<file path="config.mk">
export PLATFORM = sky130hd
export DESIGN_NAME = alu_add_seq
export DESIGN_NICKNAME = d
export VERILOG_FILES = /design/src/rtl/alu_add_seq.sv
export SDC_FILE = /design/constraint.sdc
export NUM_CORES = 1
export LEC_CHECK = 0
export BUFFER_PORTS_ARGS = -buffer_cell sky130_fd_sc_hd__buf_2
export CAP_MARGIN = 25
export CORE_MARGIN = 2
export CORE_UTILIZATION = 31
export DETAILED_ROUTE_END_ITERATION = 8
export HOLD_SLACK_MARGIN = 0.06
export SYNTH_ARGS = -nofsm -noshare
export SYNTH_HDL_FRONTEND = slang
export SYNTH_SLANG_ARGS = --single-unit
</file>
<file path="constraint.sdc">
create_clock -name clk -period 5.8 [get_ports clk]
set_input_delay 0.87 -clock clk [delete_from_list [all_inputs] [get_ports clk]]
set_output_delay 0.87 -clock clk [all_outputs]
set_load 0.02 [all_outputs]
</file>
<file path="src/rtl/alu_add_seq.sv">
// Multi-cycle add/sub: one SLICE-bit carry-lookahead slice reused over WIDTH bits, LSB first.
// Optional early termination on trivial upper slices: define ALU_ADD_SEQ_EARLY_EXIT_EN.
module alu_add_seq #(
   parameter int WIDTH = 64,
   parameter int SLICE = 4
) (
   input  logic             clk,
   input  logic             rst_n,
   input  logic             in_valid,
   output logic             in_ready,
   input  logic [WIDTH-1:0] op_a,
   input  logic [WIDTH-1:0] op_b,
   input  logic             sub,
   output logic             out_valid,
   input  logic             out_ready,
   output logic [WIDTH-1:0] sum,
   output logic             cout,
   output logic             ovf,
   output logic             busy
);
   localparam int N  = WIDTH / SLICE;
   localparam int CW = (N > 1) ? $clog2(N) : 1;

   typedef enum logic [1:0] {IDLE, RUN, DONE} state_t;

   state_t           r_state;
   logic [CW-1:0]    r_cnt;
   logic             r_carry;
   logic [WIDTH-1:0] r_a, r_b, r_sum;
   logic             r_cout, r_ovf, r_out_valid, r_busy, r_in_ready;

   logic [SLICE-1:0] w_a_sl, w_b_sl, w_s_sl;
   logic             w_co;
   logic [WIDTH-1:0] w_sum_nxt;
   logic             w_last;

   function automatic logic [4:0] cla4(input logic [3:0] a, input logic [3:0] b, input logic ci);
      logic [3:0] g, p;
      logic [4:0] c;
      g = a & b;
      p = a ^ b;
      c[0] = ci;
      c[1] = g[0] | (p[0] & ci);
      c[2] = g[1] | (p[1] & g[0]) | (p[1] & p[0] & ci);
      c[3] = g[2] | (p[2] & g[1]) | (p[2] & p[1] & g[0]) | (p[2] & p[1] & p[0] & ci);
      c[4] = g[3] | (p[3] & g[2]) | (p[3] & p[2] & g[1]) | (p[3] & p[2] & p[1] & g[0])
           | (p[3] & p[2] & p[1] & p[0] & ci);
      return {c[4], p ^ c[3:0]};
   endfunction

   assign w_a_sl = r_a[r_cnt*SLICE +: SLICE];
   assign w_b_sl = r_b[r_cnt*SLICE +: SLICE];

   // 4-bit lookahead groups rippled together inside the slice
   always_comb begin
      logic       c;
      logic [4:0] r;
      c      = r_carry;
      w_s_sl = '0;
      for (int g = 0; g < SLICE/4; g++) begin
         r = cla4(w_a_sl[g*4 +: 4], w_b_sl[g*4 +: 4], c);
         w_s_sl[g*4 +: 4] = r[3:0];
         c = r[4];
      end
      w_co = c;
   end

   always_comb begin
      w_sum_nxt = r_sum;
      w_sum_nxt[r_cnt*SLICE +: SLICE] = w_s_sl;
   end

   assign w_last = (r_cnt == CW'(N-1));

`ifdef ALU_ADD_SEQ_EARLY_EXIT_EN
   logic [WIDTH-1:0] w_lo_mask;
   logic             w_early;
   always_comb begin
      w_lo_mask = '0;
      for (int i = 0; i < N; i++)
         if (CW'(i) <= r_cnt) w_lo_mask[i*SLICE +: SLICE] = {SLICE{1'b1}};
   end
   assign w_early = !w_last && !w_co && (((r_a | r_b) & ~w_lo_mask) == '0);
`endif

   always_ff @(posedge clk or negedge rst_n) begin
      if (!rst_n) begin
         r_state     <= IDLE;
         r_cnt       <= '0;
         r_carry     <= 1'b0;
         r_a         <= '0;
         r_b         <= '0;
         r_sum       <= '0;
         r_cout      <= 1'b0;
         r_ovf       <= 1'b0;
         r_out_valid <= 1'b0;
         r_busy      <= 1'b0;
         r_in_ready  <= 1'b0;
      end else begin
         case (r_state)
            IDLE: begin
               r_in_ready <= 1'b1;
               if (in_valid && r_in_ready) begin
                  r_a        <= op_a;
                  r_b        <= sub ? ~op_b : op_b;
                  r_carry    <= sub;
                  r_cnt      <= '0;
                  r_state    <= RUN;
                  r_in_ready <= 1'b0;
                  r_busy     <= 1'b1;
               end
            end
            RUN: begin
               r_sum   <= w_sum_nxt;
               r_carry <= w_co;
               r_cnt   <= r_cnt + 1'b1;
               if (w_last) begin
                  r_cout      <= w_co;
                  r_ovf       <= (r_a[WIDTH-1] == r_b[WIDTH-1]) && (w_sum_nxt[WIDTH-1] != r_a[WIDTH-1]);
                  r_out_valid <= 1'b1;
                  r_state     <= DONE;
               end
`ifdef ALU_ADD_SEQ_EARLY_EXIT_EN
               else if (w_early) begin
                  r_sum       <= w_sum_nxt & w_lo_mask;
                  r_cout      <= 1'b0;
                  r_ovf       <= (r_a[WIDTH-1] == r_b[WIDTH-1]) &&
                                 ((w_sum_nxt[WIDTH-1] & w_lo_mask[WIDTH-1]) != r_a[WIDTH-1]);
                  r_out_valid <= 1'b1;
                  r_state     <= DONE;
               end
`endif
            end
            DONE: begin
               if (out_ready) begin
                  r_out_valid <= 1'b0;
                  r_busy      <= 1'b0;
                  r_in_ready  <= 1'b1;
                  r_state     <= IDLE;
               end
            end
            default: r_state <= IDLE;
         endcase
      end
   end

   assign in_ready  = r_in_ready;
   assign out_valid = r_out_valid;
   assign busy      = r_busy;
   assign sum       = r_sum;
   assign cout      = r_cout;
   assign ovf       = r_ovf;
endmodule

</file>
==> impl_metrics.toml <==
[worst_setup_path]
crit_family = "multiplexers"
setup.worst_path.start = "r_cnt[0]"
critPathArrivalTime_ps = 4790
required_ps = 6180
cp_common_cell = "mux4_2"
critical-path-slowest-cell = "dfrtp_2"
worstSetupPathType = "reg2reg"
startpoint_type = "register"
cp.depth = 9
crit_chain = "buf_4 > mux4_2 > mux4_2 > ha_1 > a41oi_1 > o21ai_2 > xnor2_1 > nor2_1 > mux2_2"
cp-end-kind = "register"
slowest_delay_ps = 840
cp_max_fo = 23
rr_worst_depth = 9
critical_path_buf_inv_count = 1
r2r-start = "r_cnt[0]"

[clock_network]
clk_latency_ps = 510
cts_made_buffers = 23
clock_path_buffers = 3
postCtsSetupRepairBufs = 0
ctsResizeCount = 0
clkTransAtPathRegs_ps = 60
clockRootBuffer = "clkbuf_16"
holdBufCountCts = 0
cts_tree = "yes"
htreeDepth = 1
cts_sinks = 204

[grt]
grt_max_degree = 171
grt_pass1_vias = 6754
grt-ovfl-total = 0
grt_antenna_before_repair = 0
grt_pass1_wl_um = 38300
grt_usage = 0.155

[final_layout]
design_area_um2 = 11700
drive_gt1_frac = 0.430
stdcell_count = 1352
nNetsFinal = 1084
areaGrowthSynthToFinish_pct = 22.5
nFillCells = 2957
diodes = 0

[drt]
first_pass_iters = 4
wl_per_cell_um = 18.2
drc_errors = 0
ant_nets = 0
drt-initial-drc-count = 383
wirelength_um = 24600
viasPerCell = 4.79
dr_total_vias = 6470

[power]
ir_worst_vdd_mv = 0.436
seq_power_share = 0.349
power_density_nw_per_um2 = 618
switching_power_mw = 2.90
power.leakage_nw = 5.29
netSwitchingFraction = 0.403
p_int_mw = 4.30
p_clk_frac = 0.191
p_comb_frac = 0.460

[timing]
tns_ps = 0
min_period_over_period = 0.760
slew_headroom = 0.350
period_minus_slack_ps = 4410
hold_viol = 0
final-setup-viol-count = 0
max_slew.worst_pin.slew_ps = 975
finalClockSkew_ps = 13.7
fmax_ghz = 0.227
grt_setup_unrepaired = "no"
finalMaxSlewViolations = 0
fin_ws_ps = 1390

[synthesis]
synth_top_cells_by_count = "204 x dfrtp_1, 122 x mux2_2, 88 x nor2_1"
ys.flop_type = "dfrtp_1"
ys_async_sr_fraction = 1.00
synth-edff-count = 0
synth_top_area_frac = 0.536
synth.area.top_cells = "dfrtp_1 54%, mux2_2 14%, mux4_2 9.0%, xnor2_1 6.2%, a21oi_1 3.6%"
post-synth-top-count-cell = "dfrtp_1"
syn_inst = 748
syn_avg_cell_area_um2 = 12.7
synth_nets = 892
synthDistinctLibCells = 44
ys_seq_area_frac = 0.536
yosys_warnings = 0
syn_area_um2 = 9520
ys_ff_latch = 204
synth_top_area_cell = "dfrtp_1"

[placed_design]
gp_congestion = 0.780
hpwl_um = 17900
io_buffers = 201
placed_cell_area_um2 = 10900
dp_slack_ps = 1380
dp_cells = 1310

[floorplanning]
fp.dieArea_um2 = 32100
core_area_um2 = 30400
pin_count = 202
fp-row-count = 64
die_w_um = 179
start_util = 0.313
die_y_um = 179

[status]
outcome = "finished, final reports clean"

[job]
drv_cap = 0

[hold_path]
min_path_type = "in2async"
## area by class of cell
cell class,count,area (um2),area share
Clock buffer,37,678,0.0582
Clock inverter,4,32.5,0.00279
Inverter,11,41.3,0.00354
Multi-Input combinational cell,492,4200,0.360
Sequential cell,204,5110,0.438
Tap cell,396,495,0.0425
Timing Repair Buffer,208,1100,0.0945
## per-layer routing
metal  vias up  part of all wire  wire length, um  track usage
met2       184              0.49            12000        0.263
met1      3246              0.44            10800        0.208
met3        27             0.059             1450       0.0310
li1       3013                 -                -            -
met5         -                 0                0            0
met4         0             0.016              405       0.0286
## kinds of logic after synthesis
kind of cell               share of synthesized area
xor gates and xnor gates                      0.0635
adders and majority gates                     0.0152
and+or+nand+nor                               0.0714
AOI/OAI and AO/OA                             0.0532
buffers and inverters                         0.0229
DFF                                            0.536
muxes                                          0.237
## stage by stage
stage	hold WS, ps	power [mW]	utilization
after floorplan	475	4.76	-
after global placement	461	5.78	0.359
after detailed placement	465	5.87	0.359
after CTS	478	7.27	0.382
after global routing	211	7.73	0.383
final	226	7.20	0.383
## registers in the layout, indices dropped and copies added (netlist names)
signal and count:
r_b 64, busy 1, sum 64, cout 1, r_cnt 4, r_carry 1, ovf 1, r_state 2
in_ready 1, r_a 64, out_valid 1
## power by group through the flow
| stage | Sequential (mW) | Combinational [mW] | Clock (mW) |
|---|---|---|---|
| after floorplan | 2.48 | 2.28 | 0 |
| after global placement | 2.53 | 3.25 | 0 |
| after detailed placement | 2.55 | 3.32 | 0 |
| after CTS | 2.52 | 3.33 | 1.41 |
| after global routing | 2.59 | 3.66 | 1.47 |
| final | 2.51 | 3.31 | 1.37 |
## final timing paths
kind | endpoint | slack [ps]
max reg2reg | sum[43] | 1390
min in group clk | busy | 480
min | r_a[37] | 230
max in group asynchronous | r_cnt[1] | 4080
min reg2reg | busy | 480
max | sum[43] | 1390
## cell usage in the layout, fill, tap and decap left out, types with 2 or more instances in the layout
cell type and n:
inv_2 3, o21ai_0 9, xnor2_1 67, mux2i_1 3, a21oi_1 69, or4b_1 2, inv_1 8, nor2_1 88
mux4_2 38, o21ai_1 4, clkbuf_16 23, clkbuf_8 6, ha_1 10, clkbuf_1 9, buf_2 199, a21o_1 3
mux2_2 122, dfrtp_1 202, nand2_1 32, nand2b_1 6, buf_4 6, nor2b_1 3, or2_2 2, nand3_1 5
xor2_1 2, dfrtp_2 2, nor3_1 8
(Power assumes the default switching activity.)
